File: config.mk
export PLATFORM = sky130hd
export DESIGN_NAME = alu_share_arbiter_flat
export DESIGN_NICKNAME = d
export VERILOG_FILES = /design/src/rtl/alu_share_arbiter_if.sv /design/src/rtl/alu_share_arbiter.sv /design/src/flat_wrapper.sv
export SDC_FILE = /design/constraint.sdc
export NUM_CORES = 1
export LEC_CHECK = 0
export BUFFER_PORTS_ARGS = -buffer_cell sky130_fd_sc_hd__buf_2
export CORE_MARGIN = 4
export CORE_UTILIZATION = 35
export CTS_CLUSTER_DIAMETER = 100
export DETAILED_ROUTE_END_ITERATION = 7
export HOLD_SLACK_MARGIN = 0.03
export PLACE_DENSITY = 0.67
export SLEW_MARGIN = 0
export SYNTH_ARGS = -nofsm -noshare
export SYNTH_HDL_FRONTEND = slang
export SYNTH_SLANG_ARGS = --single-unit
File: constraint.sdc
create_clock -name clk -period 5.35 [get_ports clk]
set_input_delay 0 -clock clk [delete_from_list [all_inputs] [get_ports clk]]
set_output_delay 0 -clock clk [all_outputs]
set_load 0.05 [all_outputs]
File: src/rtl/alu_share_arbiter_if.sv
// Bundles the requester command/response bus and the ALU-facing lines of the shared-ALU arbiter.
// The arbiter plugs in as slave; the client/ALU side plugs in as master.
interface alu_share_arbiter_if #(
    parameter int NREQ = 4,
    parameter int IDW  = $clog2(NREQ)
);
    logic [NREQ-1:0]   req_valid;
    logic [NREQ-1:0]   req_ready;
    logic [8*NREQ-1:0] req_a;
    logic [8*NREQ-1:0] req_b;
    logic [3*NREQ-1:0] req_op;
    logic              rsp_valid;
    logic [IDW-1:0]    rsp_id;
    logic [15:0]       rsp_result;
    logic              rsp_err;
    logic [7:0]        alu_a;
    logic [7:0]        alu_b;
    logic [2:0]        alu_op;
    logic              alu_start;
    logic              alu_rst_n;
    logic              alu_done;
    logic [15:0]       alu_result;

    modport slave (
        input  req_valid, req_a, req_b, req_op, alu_done, alu_result,
        output req_ready, rsp_valid, rsp_id, rsp_result, rsp_err,
               alu_a, alu_b, alu_op, alu_start, alu_rst_n
    );

    modport master (
        output req_valid, req_a, req_b, req_op, alu_done, alu_result,
        input  req_ready, rsp_valid, rsp_id, rsp_result, rsp_err,
               alu_a, alu_b, alu_op, alu_start, alu_rst_n
    );
endinterface

File: src/rtl/alu_share_arbiter.sv
// Round-robin sharing of one start/done ALU among NREQ requesters, with a done watchdog
// that pulses the ALU reset and answers the stuck command with an error response.
module alu_share_arbiter #(
    parameter int NREQ    = 4,
    parameter int TIMEOUT = 32,
    localparam int IDW    = $clog2(NREQ)
) (
    input  logic                 clk,
    input  logic                 rst_n,
    alu_share_arbiter_if.slave   bus
);
    typedef enum logic [1:0] {IDLE, BUSY, RECOVER, RESP} state_t;

    localparam logic [2:0] OP_NOP = 3'b000;
    localparam logic [2:0] OP_MUL = 3'b100;

    state_t         state_q, state_d;
    logic [IDW-1:0] ptr_q, ptr_d, id_q, id_d;
    logic [7:0]     a_q, a_d, b_q, b_d;
    logic [2:0]     op_q, op_d;
    logic [7:0]     cnt_q, cnt_d;
    logic           rcnt_q, rcnt_d;
    logic [15:0]    res_q, res_d;
    logic           err_q, err_d;
    logic           alu_rst_n_q;

    logic [IDW-1:0]  win, cand;
    logic            win_vld;
    logic [7:0]      win_a, win_b;
    logic [2:0]      win_op;
    logic [NREQ-1:0] ready;

    // Search starts one past the last winner so every requester gets a turn.
    always_comb begin
        win     = '0;
        cand    = '0;
        win_vld = 1'b0;
        for (int k = 1; k <= NREQ; k++) begin
            cand = IDW'((int'(ptr_q) + k) % NREQ);
            if (!win_vld && bus.req_valid[cand]) begin
                win     = cand;
                win_vld = 1'b1;
            end
        end
        win_a  = bus.req_a[int'(win)*8 +: 8];
        win_b  = bus.req_b[int'(win)*8 +: 8];
        win_op = bus.req_op[int'(win)*3 +: 3];
    end

    always_comb begin
        ready = '0;
        if (state_q == IDLE && win_vld) ready[win] = 1'b1;
    end

    always_comb begin
        state_d = state_q;
        ptr_d   = ptr_q;
        id_d    = id_q;
        a_d     = a_q;
        b_d     = b_q;
        op_d    = op_q;
        cnt_d   = cnt_q;
        rcnt_d  = rcnt_q;
        res_d   = res_q;
        err_d   = err_q;
        case (state_q)
            IDLE: begin
                if (win_vld) begin
                    ptr_d = win;
                    id_d  = win;
                    a_d   = win_a;
                    b_d   = win_b;
                    op_d  = win_op;
                    cnt_d = '0;
                    if (win_op == OP_NOP || win_op > OP_MUL) begin
                        state_d = RESP;
                        res_d   = '0;
                        err_d   = (win_op > OP_MUL);
                    end else begin
                        state_d = BUSY;
                    end
                end
            end
            BUSY: begin
                cnt_d = cnt_q + 8'd1;
                // The watchdog is checked first so a done on the expiry edge is discarded.
                if (cnt_q == 8'(TIMEOUT - 1)) begin
                    state_d = RECOVER;
                    rcnt_d  = 1'b0;
                end else if (bus.alu_done) begin
                    state_d = RESP;
                    res_d   = bus.alu_result;
                    err_d   = 1'b0;
                end
            end
            RECOVER: begin
                if (rcnt_q) begin
                    state_d = RESP;
                    res_d   = '0;
                    err_d   = 1'b1;
                end else begin
                    rcnt_d = 1'b1;
                end
            end
            RESP:    state_d = IDLE;
            default: state_d = IDLE;
        endcase
    end

    always_ff @(posedge clk or negedge rst_n) begin
        if (!rst_n) begin
            state_q     <= IDLE;
            ptr_q       <= IDW'(NREQ - 1);
            id_q        <= '0;
            a_q         <= '0;
            b_q         <= '0;
            op_q        <= '0;
            cnt_q       <= '0;
            rcnt_q      <= 1'b0;
            res_q       <= '0;
            err_q       <= 1'b0;
            alu_rst_n_q <= 1'b0;
        end else begin
            state_q     <= state_d;
            ptr_q       <= ptr_d;
            id_q        <= id_d;
            a_q         <= a_d;
            b_q         <= b_d;
            op_q        <= op_d;
            cnt_q       <= cnt_d;
            rcnt_q      <= rcnt_d;
            res_q       <= res_d;
            err_q       <= err_d;
            alu_rst_n_q <= (state_d != RECOVER);
        end
    end

    assign bus.req_ready  = ready;
    assign bus.rsp_valid  = (state_q == RESP);
    assign bus.rsp_id     = id_q;
    assign bus.rsp_result = res_q;
    assign bus.rsp_err    = err_q;
    assign bus.alu_a      = a_q;
    assign bus.alu_b      = b_q;
    assign bus.alu_op     = op_q;
    assign bus.alu_start  = (state_q == BUSY);
    assign bus.alu_rst_n  = alu_rst_n_q;
endmodule

File: src/flat_wrapper.sv
// flat-port wrapper written by rule: the top's interface ports become plain ports
module alu_share_arbiter_flat 
#(
    parameter int NREQ    = 4,
    parameter int TIMEOUT = 32,
    localparam int IDW    = $clog2(NREQ)
)
  (clk, rst_n, bus_req_valid, bus_req_a, bus_req_b, bus_req_op, bus_alu_done, bus_alu_result, bus_req_ready, bus_rsp_valid, bus_rsp_id, bus_rsp_result, bus_rsp_err, bus_alu_a, bus_alu_b, bus_alu_op, bus_alu_start, bus_alu_rst_n);
  alu_share_arbiter_if #(.NREQ(NREQ)) bus_i ();
  input  logic clk;
  input  logic rst_n;
  input wire logic [$bits(bus_i.req_valid)-1:0] bus_req_valid;
  input wire logic [$bits(bus_i.req_a)-1:0] bus_req_a;
  input wire logic [$bits(bus_i.req_b)-1:0] bus_req_b;
  input wire logic [$bits(bus_i.req_op)-1:0] bus_req_op;
  input wire logic [$bits(bus_i.alu_done)-1:0] bus_alu_done;
  input wire logic [$bits(bus_i.alu_result)-1:0] bus_alu_result;
  output wire logic [$bits(bus_i.req_ready)-1:0] bus_req_ready;
  output wire logic [$bits(bus_i.rsp_valid)-1:0] bus_rsp_valid;
  output wire logic [$bits(bus_i.rsp_id)-1:0] bus_rsp_id;
  output wire logic [$bits(bus_i.rsp_result)-1:0] bus_rsp_result;
  output wire logic [$bits(bus_i.rsp_err)-1:0] bus_rsp_err;
  output wire logic [$bits(bus_i.alu_a)-1:0] bus_alu_a;
  output wire logic [$bits(bus_i.alu_b)-1:0] bus_alu_b;
  output wire logic [$bits(bus_i.alu_op)-1:0] bus_alu_op;
  output wire logic [$bits(bus_i.alu_start)-1:0] bus_alu_start;
  output wire logic [$bits(bus_i.alu_rst_n)-1:0] bus_alu_rst_n;
  assign bus_i.req_valid = bus_req_valid;
  assign bus_i.req_a = bus_req_a;
  assign bus_i.req_b = bus_req_b;
  assign bus_i.req_op = bus_req_op;
  assign bus_i.alu_done = bus_alu_done;
  assign bus_i.alu_result = bus_alu_result;
  assign bus_req_ready = bus_i.req_ready;
  assign bus_rsp_valid = bus_i.rsp_valid;
  assign bus_rsp_id = bus_i.rsp_id;
  assign bus_rsp_result = bus_i.rsp_result;
  assign bus_rsp_err = bus_i.rsp_err;
  assign bus_alu_a = bus_i.alu_a;
  assign bus_alu_b = bus_i.alu_b;
  assign bus_alu_op = bus_i.alu_op;
  assign bus_alu_start = bus_i.alu_start;
  assign bus_alu_rst_n = bus_i.alu_rst_n;
  alu_share_arbiter #(.NREQ(NREQ), .TIMEOUT(TIMEOUT)) u_core (.clk(clk), .rst_n(rst_n), .bus(bus_i));
endmodule
==> flow_summary.ini <==
[sta]
fin_skew_ns = 0.0135
slew_headroom = 0.273
setup_viol = 0
finalWorstSetupSlack_ns = 1.46
whs_ns = 0.0310
finalCritPeriodShare = 0.728
rsz0062_at_grt = false
period_needed_ns = 3.89
finalHoldViolations = 0
tightest_slew_ns = 1.09
fmax_mhz = 257
setup_tns_ns = 0
report.final.slew_viol_count = 0

[clock_network]
numCtsBuffers = 5
h-tree-depth = 2
cts_tree = done
clk_latency_ns = 0.31
cts_root_buf = clkbuf_8
path_clk_slew_ns = 0.11
cts_sinks = 52
cts.path.max_buffers = 2

[detailed_routing]
routed_via_density = 4.92
ant_nets = 0
wl_met3_um = 887
met2WireLength_mm = 4.36
drc = 0
wl_per_cell_um = 14.4
met1Wirelength_mm = 3.80
first_pass_iters = 4
vias = 3157
top_layer = met4
totalWireLength_mm = 9.25
initialDrtViolationCount = 129

[logic_synthesis]
synth_top_area_share = 0.399
synth_cells = 353
synth_edf_count = 0
ys_types = 45
synth_nets = 458
ys_ff_latch = 52
yosysSeqAreaShare = 0.416
synthFlopType = dfrtp_1
yosysWarningCount = 0
synth_area_per_cell_um2 = 8.89
synth_area_leaders = dfrtp_1, nand2_1, mux2_2
synth_top_cell_by_area = dfrtp_1
syn_area_um2 = 3140
synthArstFlopShare = 1.00

[grt]
grt_usage = 0.169
grt-ovfl-total = 0
antenna_found_initial = 0
grt_pass1_wl_mm = 14.3
grt_pass1_vias = 3039
grt_max_degree = 53

[placed_design]
port_buffers = 143
gp_congestion = 0.928
place_inst = 587
pre_cts_ws_ns = 1.44
hpwl_mm = 6.76

[layout]
multi_input_area_um2 = 1670
instances_no_fill = 642
layout_commonest_cell = buf_2
fin_nets = 638
fillers = 794
n_antenna_cell = 0
area_growth_pct = 42.0
drive_gt1_frac = 0.350
seq_area_um2 = 1300
mostFrequentLayoutCells = buf_2, nand2_1, dfrtp_1

[floorplanning]
die_y_um = 103
fp.dieW_um = 103
core-area_um2 = 8720
die_area_um2 = 10500
ioPinCount = 144
rows = 34
initial_core_util = 0.360

[pwr]
p_leak_nw = 2.18
p_per_area_nw_per_um2 = 594
ir_drop_uv = 290
p_total_mw = 2.64

[worst_setup_path]
startpoint_type = flop
required_ns = 5.56
end_kind = flop
arrival_ns = 4.10
worstSetupPathType = flop to flop
cp_max_fo = 34

[run_status]
status = completed

[flow_run]
maxCapViolCount = 0

[hold_path]
min_path_type = primary input to flop
==> critical path, cell delays in order, from the launching register on <==
cell,delay [ns]
dfstp_2,0.60
nor2b_1,0.08
o21ai_2,0.26
and3_1,0.20
buf_4,0.34
mux2i_1,0.13
mux2_2,0.28
ha_1,0.26
o21ai_0,0.25
nand4_1,0.89
o21ai_0,0.50
==> metal layers <==
layer | up-vias | GRT usage
li1 | 1598 | -
met1 | 1401 | 0.208
met2 | 140 | 0.292
met5 | - | 0
met4 | 0 | 0.0555
met3 | 18 | 0.0386
==> sequential cells by signal, summed over array words and instances (netlist names) <==
register and count:
u_core.bus.rsp_result 16, u_core.bus.alu_a 8, u_core.bus.alu_b 8, u_core.cnt_q 8, u_core.bus.alu_op 3, u_core.bus.rsp_id 2
u_core.ptr_q 2, u_core.state_q 2, u_core.bus.alu_rst_n 1, u_core.bus.rsp_err 1, u_core.rcnt_q 1
==> cells in the mapped netlist, types with 2 or more instances <==
library cell and number:
nand2b_1 4, buf_6 5, a221oi_1 7, nand2_1 81
a221oi_2 9, xor2_1 3, nor3b_1 3, a211oi_1 2
nor4_1 2, mux2i_1 8, nand3_1 7, nor2b_1 4
a21oi_1 23, and4_1 2, ha_1 6, nor2_1 38
buf_2 6, dfrtp_1 50, a31oi_1 3, dfstp_2 2
o21ai_0 28, xnor2_1 2, inv_1 6, a2bb2oi_1 2
clkbuf_1 7, mux2_2 16, buf_4 3, and3_1 4
nand4_1 3, o211ai_1 2
==> logic make-up after synthesis <==
| family | share of synthesized area |
|---|---|
| and+or+nand+nor | 0.212 |
| AOI/OAI and AO/OA | 0.199 |
| DFF | 0.416 |
| buffers and inverters | 0.0519 |
| muxes | 0.0830 |
| adders and majority gates | 0.0239 |
| xor gates and xnor gates | 0.0140 |
==> per-stage QoR <==
step                utilization  instance area (um^2)
floorplan                     -                  3140
global placement          0.446                  3890
detailed placement        0.446                  3890
CTS                       0.511                  4450
global route              0.511                  4450
finish                    0.511                  4450
==> where the power goes <==
| group | internal, mW | switching (mW) | total, mW |
|---|---|---|---|
| clock | 0.0963 | 0.139 | 0.235 |
| combinational | 0.535 | 1.19 | 1.73 |
| sequential | 0.573 | 0.109 | 0.682 |
==> area by class of cell <==
class / instances / share of cell area
multi-input cells: 273 / 0.376
clock buffers: 5 / 0.0154
flip-flops and latches: 52 / 0.293
clock inverters: 3 / 0.00618
repair buffers: 195 / 0.275
inverters: 6 / 0.00506
well taps: 108 / 0.0303
==> path summary, 6_finish.rpt <==
kind	from	to	slack, ns	depth (start not counted)
max	u_core.ptr_q[0]$_DFFE_PN1P_	u_core.bus.rsp_result[2]$_DFFE_PN0P_	1.46	10
min reg2reg	u_core.bus.rsp_id[1]$_DFFE_PN0P_	u_core.bus.rsp_id[1]$_DFFE_PN0P_	0.48	2
max reg2reg	u_core.ptr_q[0]$_DFFE_PN1P_	u_core.bus.rsp_result[2]$_DFFE_PN0P_	1.46	10
max in group asynchronous	rst_n	u_core.bus.alu_op[2]$_DFFE_PN0P_	4.55	3
min	bus_req_a[2]	u_core.bus.alu_a[2]$_DFFE_PN0P_	0.03	3
min in group asynchronous	rst_n	u_core.bus.alu_a[7]$_DFFE_PN0P_	0.35	3
==> what timing repair did <==
action	in CTS	in global routing
endpoints found under the hold margin	81	0
resized for setup	0	0
setup buffers	0	0
hold buffers	47	0
Note: power is estimated with default switching activity, not from simulation.
